`config.mk`:
```
export PLATFORM = sky130hd
export DESIGN_NAME = reg_bank16x32_flat
export DESIGN_NICKNAME = d
export VERILOG_FILES = /design/src/rtl/reg_bank16x32_if.sv /design/src/rtl/reg_bank16x32.sv /design/src/flat_wrapper.sv
export SDC_FILE = /design/constraint.sdc
export NUM_CORES = 1
export LEC_CHECK = 0
export ABC_AREA = 1
export CAP_MARGIN = 25
export CORE_AREA = 2 2 227 229
export CTS_BUF_LIST = sky130_fd_sc_hd__clkbuf_4 sky130_fd_sc_hd__clkbuf_8
export DETAILED_ROUTE_END_ITERATION = 16
export DIE_AREA = 0 0 229 231
export PLACE_DENSITY = 0.67
export REMOVE_ABC_BUFFERS = 1
export SYNTH_ARGS = -nofsm -noshare
export SYNTH_HDL_FRONTEND = slang
export SYNTH_SLANG_ARGS = --single-unit
```
`constraint.sdc`:
```
create_clock -name clk -period 26.7 [get_ports clk]
set_input_delay 5.34 -clock clk [delete_from_list [all_inputs] [get_ports clk]]
set_output_delay 5.34 -clock clk [all_outputs]
set_load 0.005 [all_outputs]
```
`src/rtl/reg_bank16x32_if.sv`:
```
// Bus bundle for the 16x32 register bank: writeback, busy control and the
// sixteen registered outputs.
// There is no backpressure on this bus. The master drives we/set_busy/flush
// with their address and data fields valid for the rising edge that samples
// them. Each asserted request is always accepted on that edge, so there is no
// ready signal. The slave outputs come straight from flops.
interface reg_bank16x32_if;
  logic        we;
  logic [3:0]  waddr;
  logic [31:0] wdata;
  logic        set_busy;
  logic [3:0]  busy_addr;
  logic        flush;
  logic [31:0] Q0, Q1, Q2, Q3, Q4, Q5, Q6, Q7;
  logic [31:0] Q8, Q9, Q10, Q11, Q12, Q13, Q14, Q15;
  logic [15:0] busy;
  logic [7:0]  wr_count;

  modport master (
    output we, waddr, wdata, set_busy, busy_addr, flush,
    input  Q0, Q1, Q2, Q3, Q4, Q5, Q6, Q7,
    input  Q8, Q9, Q10, Q11, Q12, Q13, Q14, Q15,
    input  busy, wr_count
  );

  modport slave (
    input  we, waddr, wdata, set_busy, busy_addr, flush,
    output Q0, Q1, Q2, Q3, Q4, Q5, Q6, Q7,
    output Q8, Q9, Q10, Q11, Q12, Q13, Q14, Q15,
    output busy, wr_count
  );
endinterface

```
`src/rtl/reg_bank16x32.sv`:
```
// Storage half of the 16x32 register file. It holds sixteen registers, takes
// one writeback per cycle, and keeps a per-register busy scoreboard for issue
// stalls. Every output is a flop; there is no write-through bypass.
module reg_bank16x32 #(
  parameter bit          ZERO_REG  = 1'b0,
  parameter logic [31:0] RESET_VAL = 32'h0000_0000
) (
  input logic             clk,
  input logic             reset,
  reg_bank16x32_if.slave  bus
);

  logic [31:0] regs [16];
  logic [15:0] busy_q;
  logic [15:0] busy_nxt;
  logic [7:0]  cnt_q;
  logic        write_dropped;
  logic        set_blocked;

  // With a hardwired-zero register 0, writes and busy sets aimed at it vanish.
  assign write_dropped = ZERO_REG && (bus.waddr == 4'd0);
  assign set_blocked   = ZERO_REG && (bus.busy_addr == 4'd0);

  // Register storage: load the reset value, then write the decoded target only.
  always_ff @(posedge clk or posedge reset) begin
    if (reset) begin
      for (int i = 0; i < 16; i++) begin
        regs[i] <= (ZERO_REG && (i == 0)) ? 32'h0000_0000 : RESET_VAL;
      end
    end else if (bus.we && !write_dropped) begin
      regs[bus.waddr] <= bus.wdata;
    end
  end

  // Next scoreboard value. Later statements have higher priority, so flush
  // beats set and set beats the clear from a retiring write.
  always_comb begin
    busy_nxt = busy_q;
    if (bus.we) begin
      busy_nxt[bus.waddr] = 1'b0;
    end
    if (bus.set_busy && !set_blocked) begin
      busy_nxt[bus.busy_addr] = 1'b1;
    end
    if (bus.flush) begin
      busy_nxt = 16'h0000;
    end
  end

  // Scoreboard register.
  always_ff @(posedge clk or posedge reset) begin
    if (reset) begin
      busy_q <= 16'h0000;
    end else begin
      busy_q <= busy_nxt;
    end
  end

  // Accepted-writeback counter. A dropped write to a hardwired zero still
  // counts, and the counter wraps modulo 256.
  always_ff @(posedge clk or posedge reset) begin
    if (reset) begin
      cnt_q <= 8'h00;
    end else if (bus.we) begin
      cnt_q <= cnt_q + 8'd1;
    end
  end

  assign bus.Q0  = regs[0];
  assign bus.Q1  = regs[1];
  assign bus.Q2  = regs[2];
  assign bus.Q3  = regs[3];
  assign bus.Q4  = regs[4];
  assign bus.Q5  = regs[5];
  assign bus.Q6  = regs[6];
  assign bus.Q7  = regs[7];
  assign bus.Q8  = regs[8];
  assign bus.Q9  = regs[9];
  assign bus.Q10 = regs[10];
  assign bus.Q11 = regs[11];
  assign bus.Q12 = regs[12];
  assign bus.Q13 = regs[13];
  assign bus.Q14 = regs[14];
  assign bus.Q15 = regs[15];
  assign bus.busy     = busy_q;
  assign bus.wr_count = cnt_q;

endmodule

```
`src/flat_wrapper.sv`:
```
// flat-port wrapper written by rule: the top's interface ports become plain ports
module reg_bank16x32_flat 
#(
  parameter bit          ZERO_REG  = 1'b0,
  parameter logic [31:0] RESET_VAL = 32'h0000_0000
)
  (clk, reset, bus_we, bus_waddr, bus_wdata, bus_set_busy, bus_busy_addr, bus_flush, bus_Q0, bus_Q1, bus_Q2, bus_Q3, bus_Q4, bus_Q5, bus_Q6, bus_Q7, bus_Q8, bus_Q9, bus_Q10, bus_Q11, bus_Q12, bus_Q13, bus_Q14, bus_Q15, bus_busy, bus_wr_count);
  reg_bank16x32_if bus_i ();
  input logic clk;
  input logic reset;
  input wire logic [$bits(bus_i.we)-1:0] bus_we;
  input wire logic [$bits(bus_i.waddr)-1:0] bus_waddr;
  input wire logic [$bits(bus_i.wdata)-1:0] bus_wdata;
  input wire logic [$bits(bus_i.set_busy)-1:0] bus_set_busy;
  input wire logic [$bits(bus_i.busy_addr)-1:0] bus_busy_addr;
  input wire logic [$bits(bus_i.flush)-1:0] bus_flush;
  output wire logic [$bits(bus_i.Q0)-1:0] bus_Q0;
  output wire logic [$bits(bus_i.Q1)-1:0] bus_Q1;
  output wire logic [$bits(bus_i.Q2)-1:0] bus_Q2;
  output wire logic [$bits(bus_i.Q3)-1:0] bus_Q3;
  output wire logic [$bits(bus_i.Q4)-1:0] bus_Q4;
  output wire logic [$bits(bus_i.Q5)-1:0] bus_Q5;
  output wire logic [$bits(bus_i.Q6)-1:0] bus_Q6;
  output wire logic [$bits(bus_i.Q7)-1:0] bus_Q7;
  output wire logic [$bits(bus_i.Q8)-1:0] bus_Q8;
  output wire logic [$bits(bus_i.Q9)-1:0] bus_Q9;
  output wire logic [$bits(bus_i.Q10)-1:0] bus_Q10;
  output wire logic [$bits(bus_i.Q11)-1:0] bus_Q11;
  output wire logic [$bits(bus_i.Q12)-1:0] bus_Q12;
  output wire logic [$bits(bus_i.Q13)-1:0] bus_Q13;
  output wire logic [$bits(bus_i.Q14)-1:0] bus_Q14;
  output wire logic [$bits(bus_i.Q15)-1:0] bus_Q15;
  output wire logic [$bits(bus_i.busy)-1:0] bus_busy;
  output wire logic [$bits(bus_i.wr_count)-1:0] bus_wr_count;
  assign bus_i.we = bus_we;
  assign bus_i.waddr = bus_waddr;
  assign bus_i.wdata = bus_wdata;
  assign bus_i.set_busy = bus_set_busy;
  assign bus_i.busy_addr = bus_busy_addr;
  assign bus_i.flush = bus_flush;
  assign bus_Q0 = bus_i.Q0;
  assign bus_Q1 = bus_i.Q1;
  assign bus_Q2 = bus_i.Q2;
  assign bus_Q3 = bus_i.Q3;
  assign bus_Q4 = bus_i.Q4;
  assign bus_Q5 = bus_i.Q5;
  assign bus_Q6 = bus_i.Q6;
  assign bus_Q7 = bus_i.Q7;
  assign bus_Q8 = bus_i.Q8;
  assign bus_Q9 = bus_i.Q9;
  assign bus_Q10 = bus_i.Q10;
  assign bus_Q11 = bus_i.Q11;
  assign bus_Q12 = bus_i.Q12;
  assign bus_Q13 = bus_i.Q13;
  assign bus_Q14 = bus_i.Q14;
  assign bus_Q15 = bus_i.Q15;
  assign bus_busy = bus_i.busy;
  assign bus_wr_count = bus_i.wr_count;
  reg_bank16x32 #(.ZERO_REG(ZERO_REG), .RESET_VAL(RESET_VAL)) u_core (.clk(clk), .reset(reset), .bus(bus_i));
endmodule
```
# Word level (Yosys, flattened, before mapping)
# Index checks and enable logic that the tools add are counted.
[classes]
n_reduce_logical = 3
add_sub_neg = 1
bitwise_logic = 4
n_mux = 10
n_lt_le_gt_ge = 6
[op_table]
columns = ["op", "count"]
rows = [
  ["512-bit bitwise mux", 1],
  ["32-bit demux with 4-bit select", 1],
  ["16-bit two-way mux", 3],
  ["32-bit two-way mux", 1],
  ["16-bit bitwise AND", 1],
  ["16-bit inverter", 1],
  ["16-bit bitwise OR", 1],
  ["4-bit by 5-bit less-than comparator with 1-bit output, second input constant", 2],
  ["8-bit by 1-bit adder with 8-bit output, second input constant", 1],
  ["1-bit demux with 4-bit select", 2],
  ["4-bit by 1-bit >= comparator with 1-bit output, second input constant", 2],
  ["5-bit >= comparator, second input constant", 1],
  ["5-bit by 1-bit less-than comparator with 1-bit output, second input constant", 1],
  ["4-bit inverter with 5-bit output", 1],
  ["1-bit logical AND", 3],
  ["1-bit two-way mux", 2],
]
[word_totals]
register_bits = 536
out_inout_bits = 536

# Longest topological paths before layout
[depth]
depth_word = 10
mapped_depth = 7
mapped_depth_nobuf = 5

# Worst setup path before layout
# Ideal clock, no wire load.
[synth_path]
path_kind = "input port to flip-flop"
from = "input bus_waddr[3]"
to = "register u_core.regs (netlist bit u_core.bus.Q1[31])"
arrival_time_ns = 6.076
n_path_buf = 2
slack_ns = 20.489
stages = 6
path_cell_list = "nor2_1 nand3_1 buf_2 buf_2 nand2_1 o21ai_0"
[synth_via]
elab_chain_len = 6
word_cells_on_any_way = 7
classes_between = "order compare (2); mux (3); bitwise (1); reduce/logical (1)"
[synth_lines]
columns = ["element", "line_no", "text"]
rows = [
  ["start, declared", "flat_wrapper.sv:12", "input wire logic [$bits(bus_i.waddr)-1:0] bus_waddr;"],
  ["4-bit inverter with 5-bit output (not written as such) *", "reg_bank16x32.sv:31", "regs[bus.waddr] <= bus.wdata;"],
  ["5-bit >= comparator (not written as such) or 5-bit by 1-bit less-than comparator with 1-bit output (tied branches)", "reg_bank16x32.sv:31", ""],
  ["1-bit logical AND (not written as such)", "reg_bank16x32.sv:31", ""],
  ["32-bit two-way mux (not written as such)", "reg_bank16x32.sv:31", ""],
  ["32-bit demux with 4-bit select *", "reg_bank16x32.sv:31", ""],
  ["512-bit bitwise mux *", "reg_bank16x32.sv:31", ""],
  ["end signal, assigned by index", "reg_bank16x32.sv:28", "regs[i] <= (ZERO_REG && (i == 0)) ? 32'h0000_0000 : RESET_VAL;"],
  ["end signal, assigned by index", "reg_bank16x32.sv:31", ""],
  ["end, declared", "reg_bank16x32.sv:13", "logic [31:0] regs [16];"],
]
# Every way passes the cells marked *; elsewhere a longest branch is shown, timed or not.
# A chain may end at the register's enable or synchronous reset.

==> results.py <==
metrics = {
    "synthesis": {
        "synthCells": 1866,
        "ys_seq_area_share_pct": 69.4,
        "synth_top_area_cell": "dfrtp_1",
        "synth_area_um2": 19300,
        "post_synth_num_cell_types": 19,
        "synthTopCellsByArea": "dfrtp_1 (69%), nand2_1 (11%), o21ai_0 (9.5%)",
        "synth_seq_cells": 536,
        "yosys_warnings": 0,
        "synth_top_area_share_pct": 69.4,
        "avgSynthCellArea_um2": 10.4,
    },
    "layout": {
        "fin_nets": 2451,
        "areaGrowthSynthToFinish_pct": 41.8,
        "drive_gt1_share_pct": 7.89,
        "antenna_cells": 0,
    },
    "sta": {
        "setup_viol": 0,
        "maxSlewViolCount": 0,
        "tightest_slew_ns": 1.03,
        "fin_crit_sh_pct": 31.7,
        "hold_violations": 0,
        "fin_crit_ns": 8.45,
        "slew_headroom_pct": 31.0,
        "max_freq_ghz": 0.118,
        "fin_worst_skew_ns": 0.00807,
        "rsz0062_at_grt": "false",
        "fin_tns_setup_ns": 0,
        "whs_ns": 0.482,
    },
    "clock_tree": {
        "clock_latency_ns": 0.66,
        "cts_sinks": 536,
        "root_buffer": "clkbuf_8",
        "clk_pin_slew_worst_paths_ns": 0.06,
        "clockBufferDepth": 3,
        "h-tree-depth": 3,
        "ctsResizeCount": 0,
        "cts_tree": "done",
        "cts-buffers-inserted": 87,
        "cts_setup_buffers": 0,
        "postCtsHoldBufs": 0,
    },
    "hold_path": {
        "hold_class": "flip-flop to flip-flop",
    },
    "floorplanning": {
        "die_area_um2": 52900,
        "initial_utilization_pct": 38.1,
        "die_y_um": 231,
        "ios": 581,
        "die_width_um": 229,
        "rows": 83,
        "core_area_um2": 50700,
    },
    "drt": {
        "drtPass1Iterations": 5,
        "drt_wl_total_um": 63800,
        "ant_nets": 0,
        "via_per_inst": 4.90,
        "drc_errors": 0,
        "first_iter_violations": 1241,
        "vias": 15433,
        "routedWlPerCell_um": 20.2,
    },
    "power": {
        "leakagePower_nw": 12.5,
        "ir_worst_vdd_uv": 53.0,
        "finalPower_mw": 2.42,
        "powerDensity_nw_per_um2": 88.1,
    },
    "placement": {
        "dp_hpwl_um": 40300,
        "gp_congestion": 0.826,
        "port_buffers": 580,
    },
    "run": {
        "maxCapViolCount": 0,
    },
    "global_route": {
        "grt.overflow.total": 0,
        "grt_pass1_vias": 15134,
        "track_usage_pct": 23.8,
        "grt_antenna_before_repair": 1,
        "grt_start_max_net_pins": 134,
        "grt_pass1_wl_um": 95300,
    },
    "critical_path": {
        "critPathRequiredTime_ns": 27.37,
        "crit_chain": "clkdlybuf4s50_1 > inv_8 > buf_4 > buf_4 > buf_4",
        "end_kind": "async pin",
        "critPathKind": "input pin to async pin",
        "slowest_stage": "buf_4",
        "cpPeakStageDelay_ns": 0.83,
        "crit_arrival_ns": 9.13,
        "r2r_slack_ns": 25.53,
        "start_kind": "input pin",
        "crit_fanout": 133,
        "cp_common_cell": "buf_4",
    },
    "status": {
        "outcome": "complete, no violations",
    },
}
[cell usage in the layout (no fill, tap or decap)]
cell             count
xnor2_1              2
xor2_1               4
inv_1               48
buf_4               16
clkdlybuf4s50_1    580
nand4_1              1
dfrtp_1            536
inv_8                2
nand3_4              6
nor2_1              13
nor3_1               1
clkbuf_4            33
nor2_2               4
nand2_2             10
clkinv_2             4
buf_12               2
o21ai_0            368
o21ai_1            145
nand3_1             12
bufinv_16            1
a21oi_1             16
clkbuf_8           113
inv_6                4
ha_1                 1
nand2_1            550
[sequential cells by signal, summed over array words and instances (netlist names)]
name / count
u_core.bus.Q13: 32
u_core.bus.Q5: 32
u_core.bus.Q1: 32
u_core.bus.Q9: 32
u_core.bus.Q10: 32
u_core.bus.Q14: 32
u_core.bus.busy: 16
u_core.bus.Q4: 32
u_core.bus.Q0: 32
u_core.bus.Q8: 32
u_core.bus.Q15: 32
u_core.bus.Q12: 32
u_core.bus.Q2: 32
u_core.bus.Q6: 32
u_core.bus.wr_count: 8
u_core.bus.Q11: 32
u_core.bus.Q3: 32
u_core.bus.Q7: 32
[final timing paths]
path                                         from                      to  cells past startpoint
setup / recovery                            reset      u_core.bus.Q10[21]                      5
hold / removal                 u_core.bus.Q12[25]      u_core.bus.Q12[25]                      2
setup reg to reg           u_core.bus.wr_count[0]  u_core.bus.wr_count[6]                      5
hold reg to reg                u_core.bus.Q12[25]      u_core.bus.Q12[25]                      2
max in group clk                           bus_we      u_core.bus.Q10[25]                      7
min in group asynchronous                   reset      u_core.bus.Q10[30]                      2
[report_power, final]
| group | internal (mW) | switching, mW | total, mW |
|---|---|---|---|
| combinational | 0.345 | 0.233 | 0.577 |
| clock | 0.435 | 0.326 | 0.761 |
| sequential | 0.977 | 0.0994 | 1.08 |
| total | 1.76 | 0.658 | 2.42 |
[cell usage after synthesis]
library cell / instances
nand2_1: 560
dfrtp_1: 536
o21ai_0: 368
o21ai_1: 145
buf_2: 83
clkbuf_1: 52
inv_1: 49
nand3_1: 18
a21oi_1: 16
nor2_1: 13
buf_6: 11
nor2_2: 4
xor2_1: 4
xnor2_1: 2
buf_1: 1
buf_4: 1
ha_1: 1
nand4_1: 1
nor3_1: 1
[worst max-delay path: cells and delay by family]
kind / cells / cell delay (ns)
buffers and inverters: 5 / 3.57
[per-layer routing]
metal	vias up	share of wire (%)	track usage, %
li1	7155	-	-
met1	7553	41	30.5
met2	595	47	38.0
met3	130	7.9	6.74
met4	0	3.6	10.3
met5	-	0	0
[final cells by class]
class,count,area (µm²)
Clock inverter,10,96.3
Fill cell,4488,23300
Clock buffer,146,1800
Tap cell,680,851
Multi-Input combinational cell,1133,5090
Inverter,49,191
Sequential cell,536,13400
Timing Repair Buffer,598,5970
[cell families after synthesis]
| logic type | count (synthesis) | share of synthesized area, % |
|---|---|---|
| DFF | 536 | 69.4 |
| AOI/OAI and AO/OA | 529 | 13.7 |
| buffers and inverters | 197 | 4.81 |
| and+or+nand+nor | 597 | 11.8 |
| adders and majority gates | 1 | 0.0647 |
| xor gates and xnor gates | 6 | 0.272 |
[per-stage QoR]
step / instances / instance area, µm² / setup slack [ns] / utilization, %
final: 3152 / 27400 / 18.25 / 54.1
after global routing: 3152 / 27400 / 17.65 / 54.1
after CTS: 3150 / 27400 / 18.16 / 54.0
after detailed placement: 2994 / 25500 / 17.41 / 50.3
after global placement: 2994 / 25500 / 17.50 / 50.3
after floorplan: 1718 / 18600 / 6.38 / -
No activity file was read; power rests on OpenSTA's default activity.
